==> config.mk <==
export PLATFORM = sky130hd
export DESIGN_NAME = mul_seq_alu
export DESIGN_NICKNAME = d
export VERILOG_FILES = /design/src/rtl/alu_pkg.sv /design/src/rtl/lookAhead1bALU.sv /design/src/rtl/sumALU.sv /design/src/rtl/mul_seq_alu.sv
export SDC_FILE = /design/constraint.sdc
export NUM_CORES = 1
export LEC_CHECK = 0
export ABC_CLOCK_PERIOD_IN_PS = 29400
export CORE_MARGIN = 2
export CORE_UTILIZATION = 36
export DETAILED_ROUTE_END_ITERATION = 10
export PLACE_DENSITY = 0.58
export SLEW_MARGIN = 20
export SYNTH_ARGS = -nofsm -noshare
export SYNTH_HDL_FRONTEND = slang
export SYNTH_SLANG_ARGS = --single-unit
==> constraint.sdc <==
create_clock -name clk -period 29.4 [get_ports clk]
set_clock_uncertainty 0.15 [all_clocks]
set_input_delay 5.88 -clock clk [delete_from_list [all_inputs] [get_ports clk]]
set_output_delay 5.88 -clock clk [all_outputs]
set_load 0.05 [all_outputs]
==> src/rtl/alu_pkg.sv <==
// Shared ALU definitions: operand width, multiplier iteration count and
// the sequential-multiplier state encoding.
package alu_pkg;

  localparam int unsigned ALU_W    = 32;
  localparam int unsigned MUL_ITER = 32;
  localparam int unsigned CNT_W    = 6;
  localparam int unsigned PROD_W   = 2 * ALU_W;

  typedef enum logic [1:0] {
    IDLE = 2'b00,
    RUN  = 2'b01,
    DONE = 2'b10
  } mul_state_t;

  // Carry-extended adder result feeding the accumulator shift
  typedef struct packed {
    logic             c;
    logic [ALU_W-1:0] s;
  } add_res_t;

  // True on the final add-and-shift iteration
  function automatic logic last_iter(input logic [CNT_W-1:0] cnt);
    return cnt == CNT_W'(MUL_ITER - 1);
  endfunction

endpackage

==> src/rtl/lookAhead1bALU.sv <==
// One-bit adder cell used by sumALU.
// Ports: a, b, cin -> s (sum bit), cout (carry out).
module lookAhead1bALU (
  input  logic a,
  input  logic b,
  input  logic cin,
  output logic s,
  output logic cout
);

  logic g;
  logic p;

  // Generate/propagate form of the full adder
  assign g    = a & b;
  assign p    = a ^ b;
  assign s    = p ^ cin;
  assign cout = g | (p & cin);

endmodule

==> src/rtl/sumALU.sv <==
// 32-bit ripple adder built from lookAhead1bALU cells. Purely combinational.
// Ports: a, b (operands), cin -> result (sum), cout (carry out of bit 31).
module sumALU
  import alu_pkg::*;
(
  input  logic [ALU_W-1:0] a,
  input  logic [ALU_W-1:0] b,
  input  logic             cin,
  output logic [ALU_W-1:0] result,
  output logic             cout
);

  logic [ALU_W:0] carry;

  assign carry[0] = cin;

  // Carry ripples from bit 0 to bit ALU_W-1
  for (genvar i = 0; i < int'(ALU_W); i++) begin : g_bit
    lookAhead1bALU u_bit (
      .a    (a[i]),
      .b    (b[i]),
      .cin  (carry[i]),
      .s    (result[i]),
      .cout (carry[i+1])
    );
  end

  assign cout = carry[ALU_W];

endmodule

==> src/rtl/mul_seq_alu.sv <==
// Sequential 32x32 unsigned shift-and-add multiplier around sumALU.
// One conditional add-and-shift per clock for 32 cycles, then a one-cycle
// done pulse with the 64-bit product held until the next run completes.
// Ports: clk, rst_n (async active-low), start, A (multiplicand),
//        B (multiplier) -> busy, done, product.
module mul_seq_alu
  import alu_pkg::*;
(
  input  logic              clk,
  input  logic              rst_n,
  input  logic              start,
  input  logic [ALU_W-1:0]  A,
  input  logic [ALU_W-1:0]  B,
  output logic              busy,
  output logic              done,
  output logic [PROD_W-1:0] product
);

  mul_state_t        state;
  mul_state_t        state_nx;
  logic [ALU_W-1:0]  mcand;
  logic [ALU_W-1:0]  acc_hi;
  logic [ALU_W-1:0]  acc_lo;
  logic [CNT_W-1:0]  cnt;

  logic              accept_c;
  logic              last_c;
  logic [ALU_W-1:0]  sum_c;
  logic              cout_c;
  add_res_t          add_c;
  logic [PROD_W-1:0] shift_c;

  assign accept_c = start && ((state == IDLE) || (state == DONE));
  assign last_c   = last_iter(cnt);

  sumALU u_sum (
    .a      (acc_hi),
    .b      (mcand),
    .cin    (1'b0),
    .result (sum_c),
    .cout   (cout_c)
  );

  // Add only when the current multiplier bit is set; carry lands in bit 63
  always_comb begin
    add_c.c = 1'b0;
    add_c.s = acc_hi;
    if (acc_lo[0]) begin
      add_c.c = cout_c;
      add_c.s = sum_c;
    end
    shift_c = {add_c.c, add_c.s, acc_lo[ALU_W-1:1]};
  end

  // Next-state logic
  always_comb begin
    state_nx = state;
    case (state)
      IDLE:    if (start) state_nx = RUN;
      RUN:     if (last_c) state_nx = DONE;
      DONE:    state_nx = start ? RUN : IDLE;
      default: state_nx = IDLE;
    endcase
  end

  // State register with registered status decodes
  always_ff @(posedge clk or negedge rst_n) begin
    if (!rst_n) begin
      state <= IDLE;
      busy  <= 1'b0;
      done  <= 1'b0;
    end else begin
      state <= state_nx;
      busy  <= (state_nx == RUN);
      done  <= (state_nx == DONE);
    end
  end

  // Datapath: operand capture and the 64-bit accumulator shift
  always_ff @(posedge clk or negedge rst_n) begin
    if (!rst_n) begin
      mcand  <= '0;
      acc_hi <= '0;
      acc_lo <= '0;
      cnt    <= '0;
    end else if (accept_c) begin
      mcand  <= A;
      acc_hi <= '0;
      acc_lo <= B;
      cnt    <= '0;
    end else if (state == RUN) begin
      {acc_hi, acc_lo} <= shift_c;
      cnt              <= cnt + CNT_W'(1);
    end
  end

  // Product loads only on entry to DONE, so it holds across a later run
  always_ff @(posedge clk or negedge rst_n) begin
    if (!rst_n) begin
      product <= '0;
    end else if ((state == RUN) && last_c) begin
      product <= shift_c;
    end
  end

endmodule

==> results.toml, run 1 <==
[setup_path]
critPathMaxFanout = 3
crit_top_cell = "fa_1"
slowest_stage = "fa_1"
crit_type = "reg2reg"
critPathLaunchType = "flip-flop"
worstReg2RegStart = "acc_hi[0]"
cp-startpoint = "acc_hi[0]"
worstSetupEndpointType = "flip-flop"
crit_arrival_ns = 15.69
cp_data_required_time_ns = 29.51
max_stage_delay_ns = 0.48

[timing]
slew_headroom_pct = 35.0
layout_min_cycle_time_ns = 15.59
hold_viol = 0
drv_slew = 0
fin_setup_tns_ns = 0
timing.hold.ws_ns = 0.323
rsz0062_at_grt = "no"
tightest_slew_ns = 0.975
final-setup-viol-count = 0
fmax_ghz = 0.0642
fin_crit_sh_pct = 53.0

[placement]
io_buffers = 132
gp_congestion = 0.738
dpl.hpwl_um = 11300
place_area_mm2 = 0.00912

[global_route]
grt_usage_pct = 17.1
first_global_vias = 5655
overflow = 0
grt_pass1_wl_um = 30000
antenna_found_initial = 1
grt_max_degree = 92

[clock_tree]
postCtsHoldBufs = 0
clk_latency_ns = 0.42
h-tree-depth = 4
clk_pin_slew_ns = 0.06
cts_tree = "done"
numCtsBuffers = 17
cts.sinks = 170
cts-root-buf = "clkbuf_16"
cts_resized = 0
cts_buffer_depth = 2
cts_setup_buffers = 0

[route]
post_drt_wl_per_cell_um = 17.3
routed_via_density = 5.09
postRouteAntennaNets = 0
first_pass_iters = 5
vias = 5318
drc = 0
first_iter_violations = 237
wirelength_um = 18100

[power_and_ir_drop]
p_leak_nw = 4.39
powerDensity_mw_per_mm2 = 135
peakVddDrop_mv = 0.0533

[yosys]
synth_warnings = 0
synthCells = 651
synth_area_mm2 = 0.00763
yosysUniqueCellTypes = 30
synth-seq-cells = 170
ys_seq_area_share_pct = 55.7
syn_avg_cell_area_um2 = 11.7
synth_nets = 751

[die]
fp.dieArea_mm2 = 0.0224
dieHeight_um = 150
ios = 133
die_w_um = 150
coreArea_mm2 = 0.0209
rows = 53
start_util_pct = 36.5

[cells_and_area]
synthToLayoutAreaGrowth_pct = 27.7
fin_nets = 856
layout-drive-gt1-share_pct = 10.7
fin_area_mm2 = 0.00975

[flow_run]
maxCapViolCount = 0

[outcome]
status = "complete, no violations"

[hold_path]
hp-start = "cnt[5]"
hold_class = "reg2reg"
-- synth_stat cells, drive strengths merged --
master,count,share of area (%)
a22oi,16,1.6
nand4,2,0.16
nand2b,2,0.16
buf,14,1.6
and4b,1,0.13
a22o,1,0.11
ha,2,0.33
clkbuf,39,1.9
fa,31,8.1
and3,4,0.39
a21oi,33,2.2
o21ba,1,0.13
nand3,17,1.1
a221o,1,0.13
mux2i,35,4.6
mux2,34,5.7
a31oi,46,3.8
o21ai,2,0.13
nor2,17,0.84
nor2b,2,0.16
o2bb2ai,32,3.7
nand2,146,7.2
dfrtp,170,56
or2,2,0.16
inv,1,0.049
-- through the flow --
stage               power, mW  utilization (%)  instances  worst slack [ns]
global placement         1.07             43.6       1012             13.85
detailed placement       1.09             43.6       1012             13.72
finish                   1.31             46.7       1045             13.81
floorplan               0.887                -        651             14.23
CTS                      1.33             46.6       1044             13.67
global route             1.42             46.7       1044             13.22
-- power by group --
group / internal [mW] / leakage [nW] / switching (mW)
clock: 0.143 / 0.304 / 0.0905
combinational: 0.249 / 1.95 / 0.382
sequential: 0.352 / 2.13 / 0.0978
-- flip-flops by register name, indices dropped and copies added, names as in the netlist --
name	count
acc_hi	32
acc_lo	32
busy	1
cnt	6
done	1
mcand	32
product	64
state	2
-- cells by family (layout without fill, tap and decap cells) --
| kind of cell | Yosys count | count (layout) | share of synthesized area [%] |
|---|---|---|---|
| adder cells (fa/ha/maj) | 33 | 33 | 8.46 |
| buffers and inverters | 54 | 172 | 3.54 |
| AO/OA/AOI/OAI | 132 | 132 | 11.7 |
| other | 0 | 1 | 0 |
| AND/OR/NAND/NOR | 193 | 193 | 10.3 |
| flip-flops | 170 | 170 | 55.7 |
| multiplexers | 69 | 69 | 10.3 |
-- path summary, 6_finish.rpt --
kind                          endpoint  slack (ns)  cells after the start
setup / recovery           product[62]       13.81                     34
hold / removal                  cnt[5]        0.32                      1
setup reg to reg           product[62]       13.81                     34
hold reg to reg                 cnt[5]        0.32                      1
max in group asynchronous       cnt[2]       22.45                      2
min in group asynchronous   acc_hi[11]        5.36                      1
-- layer usage --
| layer | vias to the layer above | part of all wire, % | wire length (µm) | track usage (%) |
|---|---|---|---|---|
| li1 | 2478 | - | - | - |
| met1 | 2688 | 46 | 8320 | 23.6 |
| met2 | 129 | 48 | 8650 | 27.0 |
| met3 | 23 | 4.7 | 856 | 3.84 |
| met4 | 0 | 1.6 | 291 | 5.24 |
| met5 | - | 0 | 0 | 0 |
-- cells in the final DEF (no fill, tap or decap), drive strengths merged, types with 3 or more instances in the layout --
master	netlist	final
dfrtp	170	170
nand2	146	146
clkdlybuf4s50	0	131
a31oi	46	46
mux2i	35	35
mux2	34	34
a21oi	33	33
o2bb2ai	32	32
fa	31	31
clkbuf	39	23
nand3	17	17
nor2	17	17
a22oi	16	16
buf	14	8
clkinv	0	5
and3	4	4
bufinv	0	3
-- layout make-up --
cell class / instances / area, µm²
antenna: 1 / 2.50
clock buffer: 23 / 488
clock inverter: 9 / 138
fill: 1937 / 11100
inverter: 1 / 3.75
multi-input combinational: 427 / 3140
sequential: 170 / 4260
tap: 275 / 344
timing repair buffer: 139 / 1380
-- critical path, delay by kind of cell (launching register included) --
kind                     cells  cell delay, ns
multiplexers                 1            0.18
AO/OA/AOI/OAI                1            0.09
adder cells (fa/ha/maj)     32           14.62
flip-flops                   1            0.41
Note: power is estimated with default switching activity, not from simulation.
==> inputs of run 2 (changes only) <==
ABC_CLOCK_PERIOD_IN_PS = 14900   (was 29400)
clock period = 14.9 ns   (was 29.4 ns; I/O delays follow)
==> run 2 against run 1 <==
Die area unchanged. Clock power increased by 82%. Non-clock buffer count increased by 2. Largest cell class unchanged. Hold slack got worse by 0.0043 ns. Sequential share of layout area decreased by 0.073 points. Highest routed layer unchanged.
==> results.toml, run 2 (same netlist as run 1, synthesis figures left out) <==
[global_route]
grt_pass1_wl_um = 30000
grt_usage_pct = 17.1
overflow = 0
first_global_vias = 5631
antenna_found_initial = 1
grt_max_degree = 97

[clock_tree]
postCtsHoldBufs = 0
cts.sinks = 170
clk_pin_slew_ns = 0.06
cts-root-buf = "clkbuf_16"
h-tree-depth = 4
cts_tree = "done"
cts_setup_buffers = 0
numCtsBuffers = 17
clk_latency_ns = 0.42
cts_buffer_depth = 2

[route]
vias = 5352
wirelength_um = 18100
first_iter_violations = 293
first_pass_iters = 5
post_drt_wl_per_cell_um = 17.2
routed_via_density = 5.11
postRouteAntennaNets = 0
drc = 0

[flow_run]
maxCapViolCount = 0

[power_and_ir_drop]
power_mw = 2.59
powerDensity_mw_per_mm2 = 265
p_leak_nw = 4.33
peakVddDrop_mv = 0.105

[die]
fp.dieArea_mm2 = 0.0224
start_util_pct = 36.5
rows = 53
ios = 133
coreArea_mm2 = 0.0209
die_w_um = 150
dieHeight_um = 150

[cells_and_area]
final_cells = 1047
layout-drive-gt1-share_pct = 14.0
largest-register = "product"
synthToLayoutAreaGrowth_pct = 27.9
mostFrequentLayoutCells = "dfrtp_1, nand2_1, clkdlybuf4s50_1, a31oi_1, mux2i_1"
fin_area_mm2 = 0.00976
fin_nets = 858
final_common_cell = "dfrtp_1"
post-route-util_pct = 46.7
largest_register_ffs = 64

[setup_path]
max_stage_delay_ns = 0.47
crit_type = "reg2reg"
crit_top_cell = "fa_2"
cp_data_required_time_ns = 15.01
r2r_slack_ns = 0.50
critPathLaunchType = "flip-flop"
worstSetupEndpointType = "flip-flop"
critPathMaxFanout = 2
crit_arrival_ns = 14.50
slowest_stage = "fa_1"

[hold_path]
hold_class = "reg2reg"

[timing]
tightest_slew_ns = 1.00
slew_headroom_pct = 33.0
hold_viol = 0
rsz0062_at_grt = "no"
fmax_ghz = 0.0695
fin_crit_sh_pct = 96.6
drv_slew = 0
layout_min_cycle_time_ns = 14.40
final-setup-viol-count = 0

[placement]
place_area_mm2 = 0.00915
dpl.hpwl_um = 11200
dp.cells = 1014
io_buffers = 132
gp_congestion = 0.770

[outcome]
status = "complete, no violations"
[run 2: cell count changes in the layout (fill, tap and decap cells not counted), sizes merged]
cell      before  now
buf            8   10
clkinvlp       1    5
clkbuf        23   20
bufinv         3    1
inv            1    4
clkinv         5    3
[run 2: final timing paths]
| check | start | end | cells past startpoint |
|---|---|---|---|
| setup / recovery | acc_hi[0] | product[62] | 34 |
| hold / removal | cnt[5] | cnt[5] | 1 |
| hold reg to reg | cnt[5] | cnt[5] | 1 |
| max in group asynchronous | rst_n | cnt[0] | 2 |
| setup reg to reg | acc_hi[0] | product[62] | 34 |
| min in group asynchronous | rst_n | product[46] | 1 |
[run 2: metal layers]
| metal | track usage (%) | share of wire (%) | wire, µm | up-vias |
|---|---|---|---|---|
| met2 | 26.8 | 48 | 8720 | 129 |
| met3 | 3.63 | 4.6 | 832 | 17 |
| li1 | - | - | - | 2484 |
| met4 | 5.29 | 1.4 | 248 | 0 |
| met1 | 24.0 | 46 | 8260 | 2722 |
| met5 | 0 | 0 | 0 | - |
[run 2: repair_timing]
item / 4_1_cts / 5_1_grt
pin swaps: 0 / 0
resized for setup: 11 / 6
gates cloned: 0 / 0
setup endpoints to repair: 6 / 4
[run 2: cell type report]
cell class                 instances  area (µm²)
antenna                            1        2.50
sequential                       170        4260
clock buffer                      20         457
timing repair buffer             141        1390
fill                            1895       11100
tap                              275         344
clock inverter                    12         116
multi-input combinational        427        3200
inverter                           1        3.75
[run 2: where the power goes]
part	switching, mW	internal, mW
combinational	0.762	0.510
clock	0.184	0.241
sequential	0.196	0.694
[run 2: worst max-delay path: cells and delay by family, from the launching register on]
kind	cells	cell delay, ns
AO/OA/AOI/OAI	1	0.10
adder cells (fa/ha/maj)	32	13.42
flip-flops	1	0.39
multiplexers	1	0.20
[run 2: stage by stage]
step	setup TNS, ns	hold WS (ns)	worst slack, ns
floorplan	0	0.288	0.0469
global placement	-0.830	0.311	-0.289
detailed placement	-2.27	0.318	-0.578
CTS	0	0.327	0.0466
global route	0	0.351	0.0410
finish	0	0.319	0.505
==> inputs of run 3 (changes only) <==
CORE_ASPECT_RATIO = 1.25   (was not set)
==> run 3 against run 2 <==
Cell count down 0.48%. Flip-flop and latch count stayed put. Combinational power barely moved. Critical path type unchanged.
==> results.toml, run 3 (same netlist as run 1, synthesis figures left out) <==
[die]
die_w_um = 134
start_util_pct = 36.7
fp.dieArea_mm2 = 0.0224
dieHeight_um = 167
coreArea_mm2 = 0.0208
ios = 133
rows = 59

[cells_and_area]
fin_nets = 858
largest_register_ffs = 64
synthToLayoutAreaGrowth_pct = 28.0
mostFrequentLayoutCells = "dfrtp_1, nand2_1, clkdlybuf4s50_1, a31oi_1, mux2i_1"
layout-drive-gt1-share_pct = 13.7
fillers = 1913
diodes = 0
post-route-util_pct = 46.9
largest-register = "product"
final_common_cell = "dfrtp_1"

[clock_tree]
postCtsHoldBufs = 0
cts_tree = "done"
cts_resized = 11
cts-root-buf = "clkbuf_16"
cts_buffer_depth = 2
cts.sinks = 170
clk_latency_ns = 0.42
cts_setup_buffers = 0
numCtsBuffers = 17
clk_pin_slew_ns = 0.06
h-tree-depth = 4

[power_and_ir_drop]
powerDensity_mw_per_mm2 = 266
p_leak_nw = 4.35
peakVddDrop_mv = 0.113
power_mw = 2.60

[setup_path]
critPathMaxFanout = 2
critPathLaunchType = "flip-flop"
path_delay_family = "adder cells"
crit_top_cell = "fa_2"
crit_arrival_ns = 14.50
cp_data_required_time_ns = 15.00
worstSetupEndpointType = "flip-flop"
max_stage_delay_ns = 0.48
cp.buffers_inverters = 0
slowest_stage = "fa_1"
crit_type = "reg2reg"

[route]
drc = 0
post_drt_wl_per_cell_um = 17.4
first_pass_iters = 4
first_iter_violations = 220
postRouteAntennaNets = 0
wirelength_um = 18200
vias = 5321
routed_via_density = 5.11

[global_route]
first_global_vias = 5804
antenna_found_initial = 0
grt_max_degree = 99
grt_usage_pct = 16.8
grt_pass1_wl_um = 30100
overflow = 0

[timing]
slew_headroom_pct = 32.6
hold_viol = 0
timing.hold.ws_ns = 0.321
layout_min_cycle_time_ns = 14.40
fmax_ghz = 0.0694
drv_slew = 0
rsz0062_at_grt = "no"
final-setup-viol-count = 0
fin_crit_sh_pct = 96.6
tightest_slew_ns = 1.01

[outcome]
status = "complete, no violations"

[placement]
dpl.hpwl_um = 11200
gp_congestion = 0.743
io_buffers = 132

[flow_run]
maxCapViolCount = 0

[hold_path]
hold_class = "reg2reg"
run 3: cell type report:
| cell class | instances | area, µm² | share of cell area, % |
|---|---|---|---|
| Sequential cell | 170 | 4260 | 43.5 |
| Timing Repair Buffer | 141 | 1390 | 14.2 |
| Inverter | 1 | 3.75 | 0.0384 |
| Clock inverter | 6 | 87.6 | 0.896 |
| Tap cell | 274 | 343 | 3.51 |
| Multi-Input combinational cell | 427 | 3200 | 32.7 |
| Clock buffer | 23 | 498 | 5.10 |
run 3: per-layer routing:
layer	vias up	share of wire [%]	global-route usage, %
met1	2716	45	22.2
met2	123	50	27.9
li1	2471	-	-
met3	11	4.8	4.35
met5	-	0	0
met4	0	0.82	3.75
run 3: worst register-to-register path, delay by kind of cell (launching register included):
| kind | cells | cell delay, ns |
|---|---|---|
| adders and majority gates | 32 | 13.37 |
| DFF | 1 | 0.38 |
| muxes | 1 | 0.21 |
| AOI/OAI and AO/OA | 1 | 0.10 |
run 3: power by group:
part | switching, mW | leakage [nW] | total, mW | internal, mW
Sequential | 0.196 | 2.13 | 0.890 | 0.694
Clock | 0.175 | 0.291 | 0.442 | 0.267
Combinational | 0.756 | 1.93 | 1.27 | 0.509
Total | 1.13 | 4.35 | 2.60 | 1.47
run 3: path summary, 6_finish.rpt:
kind                                start          end  slack [ns]  depth (start not counted)
worst max-delay path            acc_hi[0]  product[62]        0.50                         34
worst min-delay path               cnt[5]       cnt[5]        0.32                          1
worst max register to register  acc_hi[0]  product[62]        0.50                         34
worst min register to register     cnt[5]       cnt[5]        0.32                          1
max in group asynchronous           rst_n    mcand[28]       10.55                          2
min in group asynchronous           rst_n   acc_hi[19]        2.49                          1
run 3: through the flow:
step           setup WS, ns  cell area [µm²]  instances  setup TNS (ns)
6_report              0.499             9770       1042               0
5_1_grt              0.0199             9770       1042               0
4_1_cts              0.0354             9760       1042               0
3_5_place_dp         -0.518             9150       1013           -1.96
3_3_place_gp         -0.385             9150       1013           -1.21
2_1_floorplan        0.0469             7650        651               0
